==> config.mk <==
export PLATFORM = sky130hd
export DESIGN_NAME = mmio_bridge
export DESIGN_NICKNAME = d
export VERILOG_FILES = /design/src/rtl/mmio_bridge_pkg.sv /design/src/rtl/mmio_bridge_sync_fifo.sv /design/src/rtl/mmio_bridge.sv
export SDC_FILE = /design/constraint.sdc
export NUM_CORES = 1
export LEC_CHECK = 0
export ABC_AREA = 1
export BUFFER_PORTS_ARGS = -buffer_cell sky130_fd_sc_hd__buf_4
export CAP_MARGIN = 20
export CELL_PAD_IN_SITES_DETAIL_PLACEMENT = 2
export CELL_PAD_IN_SITES_GLOBAL_PLACEMENT = 2
export CORE_MARGIN = 2
export CORE_UTILIZATION = 25
export CTS_CLUSTER_SIZE = 14
export DETAILED_ROUTE_END_ITERATION = 8
export GPL_ROUTABILITY_DRIVEN = 0
export PLACE_DENSITY = 0.56
export SLEW_MARGIN = 0
export SYNTH_ARGS = -nofsm -noshare
export SYNTH_HDL_FRONTEND = slang
export SYNTH_SLANG_ARGS = --single-unit
==> constraint.sdc <==
create_clock -name clk_in -period 2.41 [get_ports clk_in]
set_clock_uncertainty 0.15 [all_clocks]
set_input_delay 0.1205 -clock clk_in [delete_from_list [all_inputs] [get_ports clk_in]]
set_output_delay 0.1205 -clock clk_in [all_outputs]
set_load 0.005 [all_outputs]
==> src/rtl/mmio_bridge_pkg.sv <==
// Shared definitions for the CPU memory-bus bridge: I/O register addresses,
// the region-decode predicate and the read-return source select.
package mmio_bridge_pkg;

    localparam logic [17:0] IO_UART_ADDR = 18'h30000;
    localparam logic [17:0] IO_CLK_ADDR  = 18'h30004;

    // Source of the byte returned on cpu_din in the cycle after a read.
    typedef enum logic [2:0] {
        SRC_RAM  = 3'd0,
        SRC_RX   = 3'd1,
        SRC_CNT0 = 3'd2,
        SRC_CNT1 = 3'd3,
        SRC_CNT2 = 3'd4,
        SRC_CNT3 = 3'd5,
        SRC_ZERO = 3'd6
    } rd_src_e;

    // The top quarter of the decoded 18-bit space is I/O; everything else is RAM.
    function automatic logic is_io(input logic [17:0] addr);
        return addr[17:16] == 2'b11;
    endfunction

endpackage

==> src/rtl/mmio_bridge_sync_fifo.sv <==
// Single-clock FIFO with occupancy count. A push into a full FIFO is
// accepted when a pop happens in the same cycle; otherwise it is dropped and
// flagged on overflow_o for that cycle.
module sync_fifo #(
    parameter int WIDTH = 8,
    parameter int DEPTH = 16
) (
    input  logic                     clk_i,
    input  logic                     rst_i,
    input  logic                     push_i,
    input  logic [WIDTH-1:0]         data_i,
    input  logic                     pop_i,
    output logic [WIDTH-1:0]         data_o,
    output logic                     empty_o,
    output logic                     full_o,
    output logic [$clog2(DEPTH):0]   count_o,
    output logic [$clog2(DEPTH):0]   count_next_o,
    output logic                     overflow_o
);

    localparam int AW = $clog2(DEPTH);

    logic [WIDTH-1:0] mem_q [DEPTH];
    logic [AW-1:0]    wr_ptr_q, wr_ptr_d;
    logic [AW-1:0]    rd_ptr_q, rd_ptr_d;
    logic [AW:0]      count_q, count_d;
    logic             do_push, do_pop;

    assign empty_o      = (count_q == '0);
    assign full_o       = (count_q == (AW+1)'(DEPTH));
    assign do_pop       = pop_i & ~empty_o;
    assign do_push      = push_i & (~full_o | do_pop);
    assign overflow_o   = push_i & full_o & ~do_pop;
    assign data_o       = mem_q[rd_ptr_q];
    assign count_o      = count_q;
    assign count_next_o = count_d;

    // Pointer and occupancy next-state; pointers wrap naturally at DEPTH.
    always_comb begin
        wr_ptr_d = wr_ptr_q;
        rd_ptr_d = rd_ptr_q;
        count_d  = count_q;
        if (do_push) wr_ptr_d = wr_ptr_q + AW'(1);
        if (do_pop)  rd_ptr_d = rd_ptr_q + AW'(1);
        if (do_push && !do_pop)      count_d = count_q + (AW+1)'(1);
        else if (do_pop && !do_push) count_d = count_q - (AW+1)'(1);
    end

    // Pointer and occupancy registers.
    always_ff @(posedge clk_i) begin
        if (rst_i) begin
            wr_ptr_q <= '0;
            rd_ptr_q <= '0;
            count_q  <= '0;
        end else begin
            wr_ptr_q <= wr_ptr_d;
            rd_ptr_q <= rd_ptr_d;
            count_q  <= count_d;
        end
    end

    // Storage; contents need no reset because occupancy gates every read.
    always_ff @(posedge clk_i) begin
        if (do_push) mem_q[wr_ptr_q] <= data_i;
    end

endmodule

==> src/rtl/mmio_bridge.sv <==
// Bridge between the core's byte-wide memory port and RAM / UART endpoints.
// RAM accesses pass straight through; 0x30000 is the UART data register and
// 0x30004..7 the clock counter (write 0x30004 = program stop). Read data is
// returned on cpu_din exactly one cycle after the request.
//
// TX stream handshake: tx_data is stable and meaningful whenever tx_valid is
// high; a byte transfers on every rising clk_in where tx_valid and tx_ready
// are both high. tx_valid never depends combinationally on tx_ready.
module mmio_bridge
    import mmio_bridge_pkg::*;
#(
    parameter int RAM_ADDR_W  = 17,
    parameter int TX_DEPTH    = 16,
    parameter int FULL_MARGIN = 2
) (
    input  logic                  clk_in,
    input  logic                  rst_in,
    input  logic                  rdy_in,
    input  logic [31:0]           cpu_a,
    input  logic [7:0]            cpu_dout,
    input  logic                  cpu_wr,
    output logic [7:0]            cpu_din,
    output logic                  io_buffer_full,
    output logic [RAM_ADDR_W-1:0] ram_a,
    output logic [7:0]            ram_dout,
    output logic                  ram_we,
    input  logic [7:0]            ram_din,
    output logic [7:0]            tx_data,
    output logic                  tx_valid,
    input  logic                  tx_ready,
    input  logic [7:0]            rx_data,
    input  logic                  rx_valid,
    output logic                  rx_pop,
    output logic                  prog_done,
    output logic                  tx_overflow
);

    localparam int AW = $clog2(TX_DEPTH);

    logic [17:0]  addr;
    logic         io_sel, acc, wr_acc, rd_acc;
    logic         uart_hit, clk_hit, cnt_hit;
    logic         push, fifo_empty, fifo_full, fifo_ovf, tx_pop;
    logic [7:0]   push_data, fifo_head;
    logic [AW:0]  fifo_count, fifo_count_next;
    logic         unused_ok;

    logic [31:0]  cnt_q, snap_q, snap_d;
    logic [7:0]   rx_q, rx_d, hold_q;
    rd_src_e      src_q, src_d;
    logic         pend_q, full_q, full_d;
    logic         prog_done_q, prog_done_d, ovf_q, ovf_d;

    // Address decode and access qualification; nothing counts during reset.
    assign addr     = cpu_a[17:0];
    assign io_sel   = is_io(addr);
    assign acc      = rdy_in & ~rst_in;
    assign wr_acc   = acc & cpu_wr;
    assign rd_acc   = acc & ~cpu_wr;
    assign uart_hit = io_sel & (addr == IO_UART_ADDR);
    assign clk_hit  = io_sel & (addr == IO_CLK_ADDR);
    assign cnt_hit  = io_sel & (addr[17:2] == IO_CLK_ADDR[17:2]);

    // RAM pass-through.
    assign ram_a    = cpu_a[RAM_ADDR_W-1:0];
    assign ram_dout = cpu_dout;
    assign ram_we   = wr_acc & ~io_sel;

    // UART side: 0x00 written to the data register is not a character;
    // the stop register pushes a 0x00 terminator instead.
    assign push      = wr_acc & ((uart_hit & (cpu_dout != 8'h00)) | clk_hit);
    assign push_data = clk_hit ? 8'h00 : cpu_dout;
    assign rx_pop    = rd_acc & uart_hit & rx_valid;
    assign tx_pop    = tx_valid & tx_ready;
    assign tx_valid  = ~fifo_empty;
    assign tx_data   = fifo_empty ? 8'h00 : fifo_head;

    assign unused_ok = ^{cpu_a[31:18], fifo_count, fifo_full};

    sync_fifo #(
        .WIDTH (8),
        .DEPTH (TX_DEPTH)
    ) u_tx_fifo (
        .clk_i        (clk_in),
        .rst_i        (rst_in),
        .push_i       (push),
        .data_i       (push_data),
        .pop_i        (tx_pop),
        .data_o       (fifo_head),
        .empty_o      (fifo_empty),
        .full_o       (fifo_full),
        .count_o      (fifo_count),
        .count_next_o (fifo_count_next),
        .overflow_o   (fifo_ovf)
    );

    // Read-source select and snapshot/RX latch next-state for this request.
    always_comb begin
        src_d  = SRC_ZERO;
        snap_d = snap_q;
        rx_d   = rx_q;
        if (!io_sel) begin
            src_d = SRC_RAM;
        end else if (uart_hit && rx_valid) begin
            src_d = SRC_RX;
            rx_d  = rx_data;
        end else if (cnt_hit) begin
            case (addr[1:0])
                2'd0:    src_d = SRC_CNT0;
                2'd1:    src_d = SRC_CNT1;
                2'd2:    src_d = SRC_CNT2;
                default: src_d = SRC_CNT3;
            endcase
        end
        if (!rd_acc) begin
            src_d  = src_q;
            rx_d   = rx_q;
        end else if (clk_hit) begin
            snap_d = cnt_q;
        end
    end

    // Sticky flags and the near-full indication seen by the core.
    always_comb begin
        prog_done_d = prog_done_q | (wr_acc & clk_hit);
        ovf_d       = ovf_q | fifo_ovf;
        full_d      = (TX_DEPTH - int'(fifo_count_next)) <= FULL_MARGIN;
    end

    // Return mux: fresh data the cycle after a read, otherwise hold.
    always_comb begin
        cpu_din = hold_q;
        if (pend_q) begin
            case (src_q)
                SRC_RAM:  cpu_din = ram_din;
                SRC_RX:   cpu_din = rx_q;
                SRC_CNT0: cpu_din = snap_q[7:0];
                SRC_CNT1: cpu_din = snap_q[15:8];
                SRC_CNT2: cpu_din = snap_q[23:16];
                SRC_CNT3: cpu_din = snap_q[31:24];
                default:  cpu_din = 8'h00;
            endcase
        end
    end

    // Bridge state registers.
    always_ff @(posedge clk_in) begin
        if (rst_in) begin
            cnt_q       <= '0;
            snap_q      <= '0;
            rx_q        <= '0;
            hold_q      <= '0;
            src_q       <= SRC_ZERO;
            pend_q      <= 1'b0;
            full_q      <= 1'b0;
            prog_done_q <= 1'b0;
            ovf_q       <= 1'b0;
        end else begin
            cnt_q       <= cnt_q + 32'd1;
            snap_q      <= snap_d;
            rx_q        <= rx_d;
            hold_q      <= cpu_din;
            src_q       <= src_d;
            pend_q      <= rd_acc;
            full_q      <= full_d;
            prog_done_q <= prog_done_d;
            ovf_q       <= ovf_d;
        end
    end

    assign io_buffer_full = full_q;
    assign prog_done      = prog_done_q;
    assign tx_overflow    = ovf_q;

endmodule

Word-level counts from Yosys, hierarchy flattened. Memory sizes are Yosys's and may differ from the RTL's. A register that Yosys moved wholly into a read port is not among the register bits. Cells that the tools add are included.

Bitwise gates (word level): 27. Eq/ne operators: 12. Reduce and logical (&&, ||, !) cells: 11. Magnitude comparators: 1. Muxes and demuxes: 14. Add/subtract/negate cells: 6.

Operator list (count): 8-bit case mux with 6 select lines (1); 18-bit equality test (second input constant) (2); 32-bit by 1-bit adder with 32-bit output (second input constant) (1); 8-bit 2-to-1 mux (3); 1-bit bitwise AND (17); 16-bit equality test (second input constant) (1); 5-bit 2-to-1 mux (2); 3-bit 2-to-1 mux (3); 3-bit case mux with 3 select lines (1); 4-bit by 1-bit adder with 4-bit output (second input constant) (2); 4-bit 2-to-1 mux (2); 8-bit nonzero test (1); 3-bit by 2-bit equality test with 1-bit output (second input constant) (2); 3-bit equality test (second input constant) (2); 6-bit by 3-bit less-or-equal comparator with 1-bit output (second input constant) (1); 1-bit NOT (6); 5-bit by 5-bit subtractor with 6-bit output (first input constant) (1); 5-bit by 1-bit adder with 5-bit output (second input constant) (1); 5-bit equality test (second input constant) (1); 5-bit zero test (1); 5-bit by 1-bit subtractor with 5-bit output (second input constant) (1); 2-bit equality test (second input constant) (2); 1-bit bitwise OR (4); 3-bit by 1-bit equality test with 1-bit output (second input constant) (1); 8 further kinds (12).

RAM bits: 128. Memories kept: 1. Bits in registers: 100. Word-level logic and storage cells: 84.

Memories: u_tx_fifo.mem_q (words 16, width 8, read ports 1, clocked after Yosys merged registers in 1, write ports 1, RTL line mmio_bridge_sync_fifo.sv:23) `logic [WIDTH-1:0] mem_q [DEPTH];`.

Logic depth before layout (Yosys ltp).
Depth in word-level cells: 12. Gate-level depth with buffers: 20. Depth with buffers taken out: 20.

Modules after synthesis. Synthesis repeated with hierarchy kept, for this count alone.

Cell total of the unflattened synthesis: 1276. Area, all modules: 11040.6 um2.

Modules (own cells, without submodules): sync_fifo (sequential area each 4184.0 um2, times used 1, cells an instance 559, area each 6332.3 um2); mmio_bridge (sequential area each 1741.7 um2, times used 1, cells an instance 717, area each 4708.3 um2).

Worst setup path after synthesis. Ideal clock, no wire load.

Kind: register -> register. Start point: register u_tx_fifo.count_q[0], in the netlist u_tx_fifo.count_o[0]. End point: register full_q, in the netlist io_buffer_full. Period minus slack after synthesis: 2241 ps. Slack: 169 ps. Data arrival time: 2033 ps. Path buffers: 0. Stages on the path, launching flop included: 21. Cells stage by stage: dfxtp_1 -> inv_1 -> ha_1 -> nand2_1 -> inv_1 -> nand2_2 -> nand2_2 -> inv_2 -> nand3_2 -> nand2_1 -> nand2_1 -> a21oi_2 -> ha_1 -> inv_1 -> nor2_1 -> nand2_1 -> nand2_1 -> nand2_1 -> nand2_1 -> nand2_1 -> nand2_1.

Cells in the longest elaborated chain, start to end: 12.

RTL lines: from (decl) (RTL line mmio_bridge_sync_fifo.sv:26) `logic [AW:0] count_q, count_d;`; from (signal assigned) (RTL line mmio_bridge_sync_fifo.sv:58) `count_q <= count_d;`; 5-bit zero test (*) (RTL line mmio_bridge_sync_fifo.sv:29) `assign empty_o = (count_q == '0);`; 1-bit NOT (*) (RTL line mmio_bridge.sv:75) `assign tx_valid = ~fifo_empty;`; named net tx_valid (RTL line mmio_bridge.sv:29) `output logic tx_valid,`; 1-bit bitwise AND (RTL line mmio_bridge.sv:74) `assign tx_pop = tx_valid & tx_ready;`; 1-bit bitwise AND (*) (RTL line mmio_bridge_sync_fifo.sv:31) `assign do_pop = pop_i & ~empty_o;`; 1-bit bitwise OR (RTL line mmio_bridge_sync_fifo.sv:32) `assign do_push = push_i & (~full_o | do_pop);`; 1-bit bitwise AND (RTL line mmio_bridge_sync_fifo.sv:32); 1-bit zero test (RTL line mmio_bridge_sync_fifo.sv:46) `else if (do_pop && !do_push) count_d = count_q - (AW+1)'(1);`; 1-bit logical AND (RTL line mmio_bridge_sync_fifo.sv:46); 5-bit 2-to-1 mux (RTL line mmio_bridge_sync_fifo.sv:46); 5-bit 2-to-1 mux (*) (RTL line mmio_bridge_sync_fifo.sv:45) `if (do_push && !do_pop) count_d = count_q + (AW+1)'(1);`; 5-bit by 5-bit subtractor with 6-bit output (*) (RTL line mmio_bridge.sv:127) `full_d = (TX_DEPTH - int'(fifo_count_next)) <= FULL_MARGIN;`; 6-bit by 3-bit less-or-equal comparator with 1-bit output (*) (RTL line mmio_bridge.sv:127); to (signal assigned) (RTL line mmio_bridge.sv:165) `full_q <= full_d;`; to (decl) (RTL line mmio_bridge.sv:51) `logic pend_q, full_q, full_d;`.

Mark *: on every way through the listed nets, which the timed path passes. The rest lies on a longest branch. A chain may end at the register's enable or synchronous reset.

==> results.txt <==
- Status: finished with violations
* Violations in the final reports: setup timing
- Highest attainable clock frequency: 0.412 GHz
- Warnings from Yosys: 0
- Leakage: 5.28 nW
- For this run the aggregate overflow at the end of global routing stands at 0.
- Of the total power, the share spent switching nets is 33.1%.
* Share of the synthesized area in the top cell type: 37.6%
- For this block, the routed nets add up to 36100 um of wire.
* Top cells by count, synth: 182 x nor2_1, 128 x edfxtp_1, 122 x nand2_1
- Count of clock tree sinks: 232
- Fraction of layout instances using a drive strength above 1: 28.0%
- The die is 206 um tall.
- A synthesized cell averages 9.38 um2.
* Mapped Area: 10200 um2
- TritonCTS created 28 clock buffers.
* Routed WL per cell: 19.6 um
* Worst slack on hold paths: 0.0391 ns
* Starting density of the core: 25.2%
- Xor/xnor cell area share of the yosys netlist: 0.515%
- The floorplan step defined a die boundary enclosing 42500 um2.
* Slack of the critical path: -0.0174 ns
- Seq pwr share: 34.5%
* Final cycle utilization of the critical path: 101%
- Once detailed placement completed, the half-perimeter wirelength came to 24300 um.
- Cell internal pwr: 8.56 mW
- After detailed placement, the total cell area comes to 11900 um2.
- Critical path data required time: 2.14 ns
- Category of the worst setup path capture point: primary output
- The finished layout holds 1841 standard cells, fillers aside.
- Across every metal layer, demand over resource in global routing totals 17.1%.
- For the pin with the worst max-slew slack, the measured transition is 0.856 ns.
- After synthesis, the share of cell area in mux cells is 0%.
- Relative to the synthesized area, the layout overhead comes to 36.3%.
- Dividing total power by cell area gives a power density of 919 nW/um2.
- The total count of hold-check failures in the final report was 0.
- The clock passes through at most 3 buffers.
- Synthesized Nets: 1162
* Cell count after synthesis: 1089
* Final Max Tran Viols: 0
- Number of fillers in the final layout: 4437
- Combinational logic is responsible for 35.1% of the overall power.
- Row generation in the floorplan step produced 74 rows.
- Counting flops and latches in the post-synthesis netlist gives 232.
* H-Tree Depth: 1
- The worst setup path is of the reg -> out kind.
- After synthesis, the largest family of logic cells by area is simple AND/OR/NAND/NOR gates.
- The first global-routing pass estimated 55400 um of wire.
* Max-cap violations: 0
- TritonCTS built the clock tree.
* Post-layout minimum cycle time: 2.43 ns
* Unrepaired setup endpoints after global routing: yes
- Count of unresolved DRC violations after routing: 0
- CP max FO: 21
- The synthesized netlist devotes 15.0% of its cell area to compound gates.
- Clock-pin slew was measured on the worst setup and hold paths at 0.06 ns.
- Yosys cell types: 42
* Maximum number of pins on one net before global-route repair: 68
* Nets@finish: 1364
- Once placement completed, the tool counted placed cells totaling 1725.
- Number of enable flip-flop cells after synthesis: 128
* Worst path arrival time: 2.16 ns
- For the worst-skew pair, the clock arrives at the later sink with an insertion delay of 0.57 ns.
- Portion of the post-synthesis area used by sequential elements: 58.0%
* Clk Tree Root Cell: clkbuf_16
* Prevailing post-synth register cell: edfxtp_1
- Synth top area cells: edfxtp_1 38%, dfxtp_1 20%, nor2_1 6.7%
* Yosys top cell by area: edfxtp_1
- The worst-case IR drop observed on VDD is 0.576 mV.
- Initial DRC count: 345
- The pre-antenna-repair detailed-routing pass consisted of 4 iterations.
- Number of top-level design ports: 109
* Relative max-transition margin: 42.9%
- The via count of the first global-routing pass came to 9364.
* Antenna Cells: 0
* Fraction of the mapped netlist area in simple logic gates: 17.4%
- For this run, asynchronously set or reset flops after synthesis account for 0%.
* Via Count: 8589
- By instance count, the leading cell after synthesis is nor2_1.
* Remaining antenna violation count after routing: 0
- Number of antenna violations at the first check in global routing: 0
- Classification of the worst-slack hold path: in -> reg
- During placement, the flow inserted port buffers numbering 94.
- Setup-violating endpoint count in the final report: 2
* Via density: 4.67
* Clk network pwr share: 30.5%
- STA classifies the critical path startpoint as a register.
- Die X-Extent: 206 um
- Switching power: 4.23 mW
- After Yosys synthesis, full adders, half adders and majority gates account for 1.35% of the synthesized area.
- Fin area: 13900 um2
- OpenSTA, run right after detailed placement, puts the worst setup slack at -0.0434 ns.
- Core ar.: 40600 um2
- Post-Route Utilization: 34.3%
through the flow:
stage | total power [mW] | TNS (ns)
5_1_grt | 13.5 | -0.860
6_report | 12.8 | -0.0277
4_1_cts | 12.6 | -0.242
3_3_place_gp | 7.61 | 0
3_5_place_dp | 7.67 | -0.0434
2_1_floorplan | 6.05 | 0
layer usage:
metal	GRT usage (%)	share of wire, %	vias to the layer above
met5	0	0	-
met4	3.93	1.8	0
met3	2.41	4.4	39
met2	27.8	46	168
met1	23.9	48	4245
li1	-	-	4137
power groups by stage:
stage / Sequential, mW / Clock [mW] / Combinational (mW)
after floorplan: 4.39 / 0 / 1.66
after global placement: 4.46 / 0 / 3.15
after detailed placement: 4.46 / 0 / 3.21
after CTS: 4.40 / 4.03 / 4.12
after global routing: 4.42 / 4.19 / 4.93
final: 4.41 / 3.90 / 4.48
layout make-up:
cell class / instances / area [um2] / share of cell area, %
clock buffers: 41 / 769 / 5.53
clock inverters: 7 / 61.3 / 0.440
inverters: 115 / 453 / 3.25
multi-input cells: 674 / 3900 / 28.0
flip-flops and latches: 232 / 5950 / 42.7
well taps: 532 / 666 / 4.78
repair buffers: 240 / 2130 / 15.3
critical path: stages (launching register included):
cell	delay, ns
dfxtp_4	0.41
inv_8	0.12
buf_6	0.12
buf_16	0.16
o21ai_0	0.13
o221ai_1	0.20
nand3_1	0.13
a21oi_2	0.18
buf_4	0.13
worst paths after layout:
check        startpoint          to  slack (ns)  cells past startpoint
max reg2reg    cnt_q[0]   cnt_q[29]        0.13                     13
min reg2reg   snap_q[5]   snap_q[5]        0.32                      2
min              rst_in    register        0.04                      5
max            register  tx_data[4]       -0.02                      8
flip-flops by register name (all words and copies together), names as in the netlist, 3 cells and up, named ones only:
signal / flops
snap_q: 32
cnt_q: 32
u_tx_fifo.mem_q: 128
u_tx_fifo.rd_ptr_q: 4
rx_q: 8
u_tx_fifo.wr_ptr_q: 4
u_tx_fifo.count_o: 5
src_q: 3
hold_q: 8
cell families after synthesis:
family,Yosys count
buffers and inverters,183
flip-flops,232
XOR/XNOR,6
AO/OA/AOI/OAI,253
AND/OR/NAND/NOR,404
adder cells (fa/ha/maj),11
layout by cell type (no fill, tap or decap), types with 11 or more instances in the layout:
master / netlist / routed
a211oi_1: 33 / 33
a21oi_1: 47 / 38
buf_4: 25 / 183
clkbuf_1: 38 / 11
clkbuf_16: 0 / 28
dfxtp_1: 104 / 95
dlygate4sd3_1: 0 / 31
edfxtp_1: 128 / 128
inv_1: 107 / 99
nand2_1: 122 / 115
nand2_2: 8 / 11
nand3_1: 35 / 26
nand4_1: 13 / 13
nor2_1: 182 / 175
nor3_1: 20 / 17
o21ai_0: 103 / 81
o21ai_1: 6 / 15
o21ai_2: 1 / 14
o221ai_1: 28 / 21
o22ai_1: 13 / 11
timing repair:
action,in CTS,in global routing
pin swaps,22,46
setup buffers,13,20
gates resized for setup,82,76
cloned,4,0
setup endpoints to repair,17,89
hold buffers,31,0
endpoints found under the hold margin,26,0
Note: power is estimated with default switching activity, not from simulation.
